**config.mk**
```make
export PLATFORM = sky130hd
export DESIGN_NAME = fw_cmd_responder
export DESIGN_NICKNAME = d
export VERILOG_FILES = /design/src/rtl/fw_cmd_responder.sv
export SDC_FILE = /design/constraint.sdc
export NUM_CORES = 1
export LEC_CHECK = 0
export ABC_AREA = 1
export CORE_UTILIZATION = 45
export DETAILED_ROUTE_END_ITERATION = 12
export PLACE_DENSITY = 0.77
export SYNTH_ARGS = -nofsm -noshare
export SYNTH_HDL_FRONTEND = slang
export SYNTH_SLANG_ARGS = --single-unit
export TNS_END_PERCENT = 30
```
**constraint.sdc**
```tcl
create_clock -name clk -period 3.17 [get_ports clk]
set_clock_uncertainty 0.15 [all_clocks]
set_input_delay 0.317 -clock clk [delete_from_list [all_inputs] [get_ports clk]]
set_output_delay 0.317 -clock clk [all_outputs]
set_load 0.02 [all_outputs]
```
**src/rtl/fw_cmd_responder.sv**
```systemverilog
// Firmware command responder: detects new {enable, op strobes, body} command words and
// runs config write/read, status and execute-countdown operations, with a registered status word.
module fw_cmd_responder #(
   parameter logic [23:0] CFG_STATIC_0_RST = 24'h000000,
   parameter logic [23:0] CFG_STATIC_1_RST = 24'h000000,
   parameter int          EXEC_CNT_W       = 16
) (
   input  logic        clk,
   input  logic        reset,
   input  logic        fw_dev_id_enable,
   input  logic [14:0] fw_op_code_strobes,
   input  logic [23:0] sw_write24_0,
   output logic [31:0] fw_read_data32,
   output logic [31:0] fw_read_status32,
   output logic [23:0] fw_cfg_static_0,
   output logic [23:0] fw_cfg_static_1,
   output logic        fw_exec_busy,
   output logic        fw_exec_done
);

   typedef enum logic [3:0] {IDLE = 4'd0, EXEC = 4'd1} state_t;

   // Op codes 6..13 are array/data ops this block does not implement.
   localparam logic [3:0] OP_RST   = 4'd1;
   localparam logic [3:0] OP_WCFG0 = 4'd2;
   localparam logic [3:0] OP_RCFG0 = 4'd3;
   localparam logic [3:0] OP_WCFG1 = 4'd4;
   localparam logic [3:0] OP_RCFG1 = 4'd5;
   localparam logic [3:0] OP_CLEAR = 4'd14;
   localparam logic [3:0] OP_EXEC  = 4'd15;

   logic [39:0]           stage1, stage2;
   state_t                state_q, state_nxt;
   logic [EXEC_CNT_W-1:0] cnt_q, cnt_nxt;
   logic [23:0]           cfg0_q, cfg0_nxt, cfg1_q, cfg1_nxt;
   logic [31:0]           rdata_q, rdata_nxt, status_q, status_nxt;
   logic [7:0]            cmd_cnt_q, cmd_cnt_nxt;
   logic [3:0]            last_op_q, last_op_nxt;
   logic                  done_sticky_q, done_sticky_nxt;
   logic                  err_busy_q, err_busy_nxt;
   logic                  err_unsup_q, err_unsup_nxt;
   logic                  done_q, done_nxt;

   logic                  new_cmd, one_hot, fw_rst, busy_now;
   logic [14:0]           strobes;
   logic [23:0]           body;
   logic [3:0]            op;

   always_comb begin
      strobes = stage1[38:24];
      body    = stage1[23:0];
      new_cmd = stage1[39] && (stage1 != stage2);
      one_hot = (strobes & (strobes - 15'd1)) == 15'd0;
      busy_now = (state_q == EXEC);
      op = 4'd0;
      for (int k = 0; k < 15; k++) begin
         if (strobes[k]) op = 4'(k + 1);
      end
   end

   always_ff @(posedge clk) begin
      if (reset) begin
         stage1        <= '0;
         stage2        <= '0;
         state_q       <= IDLE;
         cnt_q         <= '0;
         cfg0_q        <= CFG_STATIC_0_RST;
         cfg1_q        <= CFG_STATIC_1_RST;
         rdata_q       <= '0;
         status_q      <= '0;
         cmd_cnt_q     <= '0;
         last_op_q     <= '0;
         done_sticky_q <= 1'b0;
         err_busy_q    <= 1'b0;
         err_unsup_q   <= 1'b0;
         done_q        <= 1'b0;
      end else begin
         stage1        <= {fw_dev_id_enable, fw_op_code_strobes, sw_write24_0};
         stage2        <= stage1;
         state_q       <= state_nxt;
         cnt_q         <= cnt_nxt;
         cfg0_q        <= cfg0_nxt;
         cfg1_q        <= cfg1_nxt;
         rdata_q       <= rdata_nxt;
         status_q      <= status_nxt;
         cmd_cnt_q     <= cmd_cnt_nxt;
         last_op_q     <= last_op_nxt;
         done_sticky_q <= done_sticky_nxt;
         err_busy_q    <= err_busy_nxt;
         err_unsup_q   <= err_unsup_nxt;
         done_q        <= done_nxt;
      end
   end

   always_comb begin
      state_nxt       = state_q;
      cnt_nxt         = cnt_q;
      cfg0_nxt        = cfg0_q;
      cfg1_nxt        = cfg1_q;
      rdata_nxt       = rdata_q;
      cmd_cnt_nxt     = cmd_cnt_q;
      last_op_nxt     = last_op_q;
      done_sticky_nxt = done_sticky_q;
      err_busy_nxt    = err_busy_q;
      err_unsup_nxt   = err_unsup_q;
      done_nxt        = 1'b0;
      fw_rst          = 1'b0;

      if (new_cmd && strobes != 15'd0) begin
         if (!one_hot) begin
            err_unsup_nxt = 1'b1;
            cmd_cnt_nxt   = cmd_cnt_q + 8'd1;
            last_op_nxt   = 4'd0;
         end else if (op == OP_CLEAR) begin
            done_sticky_nxt = 1'b0;
            err_busy_nxt    = 1'b0;
            err_unsup_nxt   = 1'b0;
            cmd_cnt_nxt     = 8'd0;
            last_op_nxt     = op;
         end else begin
            cmd_cnt_nxt = cmd_cnt_q + 8'd1;
            last_op_nxt = op;
            case (op)
               OP_RST:   fw_rst = 1'b1;
               OP_WCFG0: if (busy_now) err_busy_nxt = 1'b1; else cfg0_nxt = body;
               OP_WCFG1: if (busy_now) err_busy_nxt = 1'b1; else cfg1_nxt = body;
               OP_RCFG0: rdata_nxt = {8'h00, cfg0_q};
               OP_RCFG1: rdata_nxt = {8'h00, cfg1_q};
               OP_EXEC: begin
                  if (busy_now) begin
                     err_busy_nxt = 1'b1;
                  end else if (body[EXEC_CNT_W-1:0] == '0) begin
                     done_nxt        = 1'b1;
                     done_sticky_nxt = 1'b1;
                  end else begin
                     cnt_nxt   = body[EXEC_CNT_W-1:0];
                     state_nxt = EXEC;
                  end
               end
               default:  err_unsup_nxt = 1'b1;
            endcase
         end
      end

      // Completion is evaluated after the command so a same-edge clear still records this done.
      if (busy_now) begin
         cnt_nxt = cnt_q - EXEC_CNT_W'(1);
         if (cnt_q == EXEC_CNT_W'(1)) begin
            state_nxt       = IDLE;
            done_nxt        = 1'b1;
            done_sticky_nxt = 1'b1;
         end
      end

      // Firmware reset leaves the command pipeline alone so a held reset word is not re-recognised.
      if (fw_rst) begin
         state_nxt       = IDLE;
         cnt_nxt         = '0;
         cfg0_nxt        = CFG_STATIC_0_RST;
         cfg1_nxt        = CFG_STATIC_1_RST;
         rdata_nxt       = '0;
         cmd_cnt_nxt     = '0;
         last_op_nxt     = '0;
         done_sticky_nxt = 1'b0;
         err_busy_nxt    = 1'b0;
         err_unsup_nxt   = 1'b0;
         done_nxt        = 1'b0;
      end

      status_nxt = {state_nxt, last_op_nxt, cmd_cnt_nxt, (state_nxt == EXEC),
                    done_sticky_nxt, err_busy_nxt, err_unsup_nxt, 12'h000};
   end

   always_comb begin
      fw_read_data32   = rdata_q;
      fw_read_status32 = status_q;
      fw_cfg_static_0  = cfg0_q;
      fw_cfg_static_1  = cfg1_q;
      fw_exec_busy     = (state_q == EXEC);
      fw_exec_done     = done_q;
   end

endmodule

```
After elaboration in Yosys (flattened, before gate mapping)

Index checks and enable logic that the tools add are counted.

Bitwise gates (word level): 3
Muxes and demuxes: 70
Add/subtract/negate cells: 3
Equality and inequality tests: 13
Reduce and logical (&&, ||, !) cells: 16

Operators by type and width:

| kind                    | number |
|---|---|
| $mux W4                 | 26 |
| $mux W16                | 6 |
| $pmux W32 S2            | 1 |
| $ne A40 B40 Y1          | 1 |
| $mux W1                 | 33 |
| $mux W8                 | 4 |
| $eq A16 B1 Y1 const B   | 1 |
| $logic_not A16 Y1       | 1 |
| $sub A16 B1 Y16 const B | 1 |
| $and A15 B15 Y15        | 1 |
| $logic_not A15 Y1       | 1 |
| $reduce_and A5 Y1       | 3 |
| $reduce_bool A15 Y1     | 1 |
| $sub A15 B1 Y15 const B | 1 |
| $eq A4 B1 Y1 const B    | 3 |
| $add A8 B1 Y8 const B   | 1 |
| $eq A4 B2 Y1 const B    | 2 |
| $eq A4 B3 Y1 const B    | 2 |
| $eq A4 B4 Y1 const B    | 2 |
| $reduce_bool A2 Y1      | 4 |
| $reduce_or A6 Y1        | 1 |
| $ne A2 B2 Y1 const B    | 2 |
| $reduce_and A4 Y1       | 1 |
| $reduce_or A3 Y1        | 1 |
| other kinds (3)         | 5 |

Output and inout bits: 114
Register bits: 228

Logic depth before layout (Yosys ltp)

Depth in word-level cells: 24
Mapped depth: 22

Least setup slack after synthesis

No wires, ideal clock.

Kind: register to register
Start: register stage1[26]
End: register cnt_q[1]
Arrival: 1.996 ns
Buffers on the path: 2
Period minus slack after synthesis: 2.262 ns
Stages on the path, launching flop included: 21
Setup slack: 0.908 ns
Cell sequence: dfxtp_1 inv_2 nand2_2 nor2_4 nand2_1 nor2_2 nand2_1 nor2_2 nand2_1 o21ai_1 nand2_1 nor2_2 nand3_2 nor2_4 nand3_2 nand2_1 buf_4 inv_2 buf_6 nor2_2 nor2_1

Word-level cells in the longest chain between the ends: 19
Elaborated cells between the ends (all ways): 33

Ends and longest elaborated chain:

| element                           | line | RTL |
|---|---|---|
| from (decl)                       | 32   | `logic [39:0] stage1, stage2;` |
| from (signal assigned)            | 78   | `stage1 <= {fw_dev_id_enable, fw_op_code_strobes, sw_write24_0};` |
| $mux W4 (13 in series)            | 57   | `if (strobes[k]) op = 4'(k + 1);` |
| $eq A4 B1 Y1                      | 123  | `case (op)` |
| $mux W1                           | 123  |  |
| $mux W1                           | 114  | `end else if (op == OP_CLEAR) begin` |
| $mux W1                           | 110  | `if (!one_hot) begin` |
| $mux W1                           | 109  | `if (new_cmd && strobes != 15'd0) begin` |
| $reduce_or A2 Y1 (no source line) | n/a  |  |
| to (signal assigned)              | 81   | `cnt_q <= cnt_nxt;` |
| to (decl)                         | 34   | `logic [EXEC_CNT_W-1:0] cnt_q, cnt_nxt;` |

Parallel ways exist; a longest one is shown, timed or not.
A chain may end at the register's enable or synchronous reset.

Worst setup path after layout

Start: register stage1[38]
End: register status_q[15], in the netlist fw_read_status32[15]

Word-level cells in the longest chain between the ends: 10
Elaborated cells between the ends (all ways): 23

Ends and longest elaborated chain:

| element                                                 | line | RTL |
|---|---|---|
| branches (longest 8 deep; another with $sub A15 B1 Y15) | n/a  |  |
| $mux W4 (*)                                             | 156  | `if (fw_rst) begin` |
| $eq A4 B1 Y1 (*)                                        | 170  | `status_nxt = {state_nxt, last_op_nxt, cmd_cnt_nxt, (state_nxt == EXEC),` |
| to (signal assigned)                                    | 85   | `status_q <= status_nxt;` |
| to (decl)                                               | 36   | `logic [31:0] rdata_q, rdata_nxt, status_q, status_nxt;` |

Every way passes the cells marked *.

==> flow_metrics.py <==
metrics = {
    "die": {
        "fp-row-count": 48,
        "initial_core_util_pct": 46.0,
        "die_y_um": 135,
        "io_pins": 156,
        "coreArea_um2": 17200,
        "fp.dieW_um": 135,
        "dieArea_um2": 18100,
    },
    "routing": {
        "ant_nets": 0,
        "firstDrtPassIters": 5,
        "wirelength_mm": 18.5,
        "via_per_inst": 4.85,
        "dr.first_iter.drc_count": 544,
        "vias": 6884,
        "post_drt_wl_per_cell_um": 13.0,
        "route.detailed.drc": 0,
    },
    "global_route": {
        "grt_pass1_wl_mm": 30.5,
        "antenna_found_initial": 0,
        "grt_pass1_vias": 6260,
        "grt_max_degree": 80,
        "grt_overflow_total": 0,
        "grtUsageTotal_pct": 21.1,
    },
    "synthesis": {
        "synth_area_leaders": "dfxtp_1 48%, nor2_1 9.3%, nand2_1 7.3%, o21ai_0 6.2%, inv_1 5.5%",
        "synth-seq-area-share_pct": 47.7,
        "yosysTopAreaCell": "dfxtp_1",
        "synthDistinctLibCells": 46,
        "netlist.area_leader.share_pct": 47.7,
        "synth_seq_cells": 189,
        "netlist_instances": 1060,
        "yosys_warnings": 0,
        "syn_area_per_cell_um2": 7.48,
        "synth_area_um2": 7930,
    },
    "cts": {
        "cts_buffers": 17,
        "path_clk_slew_ns": 0.07,
        "clkLatencyLatePin_ns": 0.44,
        "cts_tree": "built",
        "cts_sinks": 189,
        "root_buffer": "clkbuf_16",
        "htreeDepth": 4,
        "cts_buffer_depth": 2,
    },
    "setup_path": {
        "timing.rr.start": "stage1[38]",
        "critical-path-max-stage-delay_ns": 0.59,
        "cp-end-kind": "flop",
        "cp_slowest_cell": "dfxtp_1",
        "crit_chain": "xnor2_1, nand2_1, nor2_1, nand2_1, nor2_1, nand4_1, nand3_1, inv_1, a21oi_4, clkinv_1, a21oi_1, nand2_1, nor2_1",
        "path_class": "reg2reg",
        "worstSetupStartpoint": "stage1[38]",
        "path_buf_inv": 2,
        "crit_fanout": 16,
        "required_ns": 3.39,
        "cp.arrival_ns": 3.04,
        "start_kind": "flop",
        "critPathTopFamily": "simple AND/OR/NAND/NOR gates",
    },
    "power_and_ir_drop": {
        "power_frac_seq_pct": 49.1,
        "leakagePower_nw": 4.34,
        "pwr-share-clk_pct": 43.7,
        "ir_drop_v": 0.000397,
        "power.density_nw_per_um2": 503,
        "p_sw_share_pct": 23.6,
        "fin_total_pwr_mw": 5.02,
        "combPwrFrac_pct": 7.2,
        "p_switching_mw": 1.18,
        "internal_power_mw": 3.84,
    },
    "final_layout": {
        "syn2layout_area_growth_pct": 26.0,
        "drive_gt1_share_pct": 6.70,
        "final_cell_mix": "197 x nor2_1, 189 x dfxtp_1, 153 x nand2_1",
        "fin_nets": 1226,
        "n_antenna_cell": 0,
        "final_cells": 1419,
        "final_area_um2": 9980,
        "layout_commonest_cell": "nor2_1",
    },
    "placement": {
        "dpl.hpwl_mm": 13.1,
        "placed_cell_area_um2": 9310,
        "gp_congestion": 0.904,
        "placed_cells": 1381,
        "port_buffers": 135,
    },
    "worst_hold_path": {
        "hold_class": "in2reg",
        "worstHoldStart": "fw_op_code_strobes[12]",
    },
    "timing": {
        "post-route-min-period_ns": 2.82,
        "rsz0062_at_grt": "no",
        "whs_ns": 0.237,
        "relSlewSlack_pct": 48.4,
        "tns_ns": 0,
        "slew_viol_final": 0,
        "finalSetupViolations": 0,
        "tightest_slew_ns": 0.774,
        "fmax_ghz": 0.354,
        "finalHoldViolations": 0,
        "post-route-period-util_pct": 89.1,
    },
    "run": {
        "drv_cap": 0,
    },
    "status": {
        "status": "finished, final reports clean",
    },
}
[routing by layer]
metal  part of all wire, %  routed length, µm  vias to the layer above  global-route usage, %
met5                     0                  0                        -                      0
met4                   1.5                269                        0                   7.49
met3                   5.9               1090                       23                   4.28
met2                    46               8420                      227                   33.4
met1                    47               8720                     3096                   28.6
li1                      -                  -                     3538                      -
[layout make-up]
| class | instances | area (µm²) |
|---|---|---|
| Clock buffer | 20 | 447 |
| Sequential cell | 189 | 3780 |
| Multi-Input combinational cell | 697 | 3330 |
| Inverter | 125 | 470 |
| Timing Repair Buffer | 151 | 1510 |
| Tap cell | 225 | 282 |
| Clock inverter | 12 | 160 |
| Fill cell | 1583 | 7250 |
[worst paths after layout]
check | to | slack, ns | cells past startpoint
setup / recovery | fw_read_status32[15] | 0.35 | 13
hold / removal | stage1[36] | 0.24 | 3
setup reg to reg | fw_read_status32[15] | 0.35 | 13
hold reg to reg | stage2[39] | 0.31 | 2
[flip-flops by register name (all words and copies together), names as in the netlist]
register,cells
stage1,40
fw_cfg_static_1,24
stage2,40
fw_cfg_static_0,24
state_q,4
fw_read_data32,24
fw_read_status32,16
fw_exec_done,1
cnt_q,16
[cells in the mapped netlist, drive strengths merged]
library cell / number
conb: 1
a22oi: 3
a21oi: 84
buf: 47
nor3b: 1
o31ai: 1
clkinv: 3
nand3: 27
and3: 1
o221ai: 1
or2: 11
o21bai: 2
ha: 3
xor2: 18
xnor2: 19
a211oi: 1
or3: 2
nor2: 208
o21ai: 106
o2111ai: 2
clkbuf: 22
inv: 122
a21boi: 1
o21a: 1
nand2: 155
o211ai: 1
nand4: 9
nor3: 14
nor4: 4
dfxtp: 189
a31oi: 1
[power groups by stage]
stage	sequential (mW)	combinational (mW)	clock (mW)
global placement	2.52	0.350	0
global route	2.47	0.404	2.33
detailed placement	2.52	0.354	0
finish	2.47	0.360	2.20
CTS	2.47	0.357	2.22
floorplan	2.51	0.257	0
[tightest hold or removal path: cells and delay by family]
| kind | cells | cell delay [ns] |
|---|---|---|
| buffers and inverters | 2 | 0.44 |
| and+or+nand+nor | 1 | 0.03 |
[what timing repair did]
item / CTS / global route
hold endpoints to repair: 1 / 0
gates resized for setup: 0 / 4
setup endpoints to repair: 0 / 37
hold buffers: 1 / 0
buffers inserted: 0 / 4
[metrics by stage]
stage	setup WS [ns]	utilization [%]
after floorplan	0.908	-
after detailed placement	0.236	54.0
after CTS	0.167	57.6
final	0.347	57.9
after global placement	0.274	54.0
after global routing	0.00840	57.9
[kinds of logic (layout without fill, tap and decap cells)]
group / Yosys count / count (layout) / share of synthesized area [%]
and+or+nand+nor: 432 / 433 / 22.9
AOI/OAI and AO/OA: 204 / 204 / 13.4
buffers and inverters: 194 / 308 / 11.4
DFF: 189 / 189 / 47.7
xor gates and xnor gates: 37 / 37 / 4.09
adders and majority gates: 3 / 3 / 0.474
other: 1 / 20 / 0.0473
(Power assumes the default switching activity.)
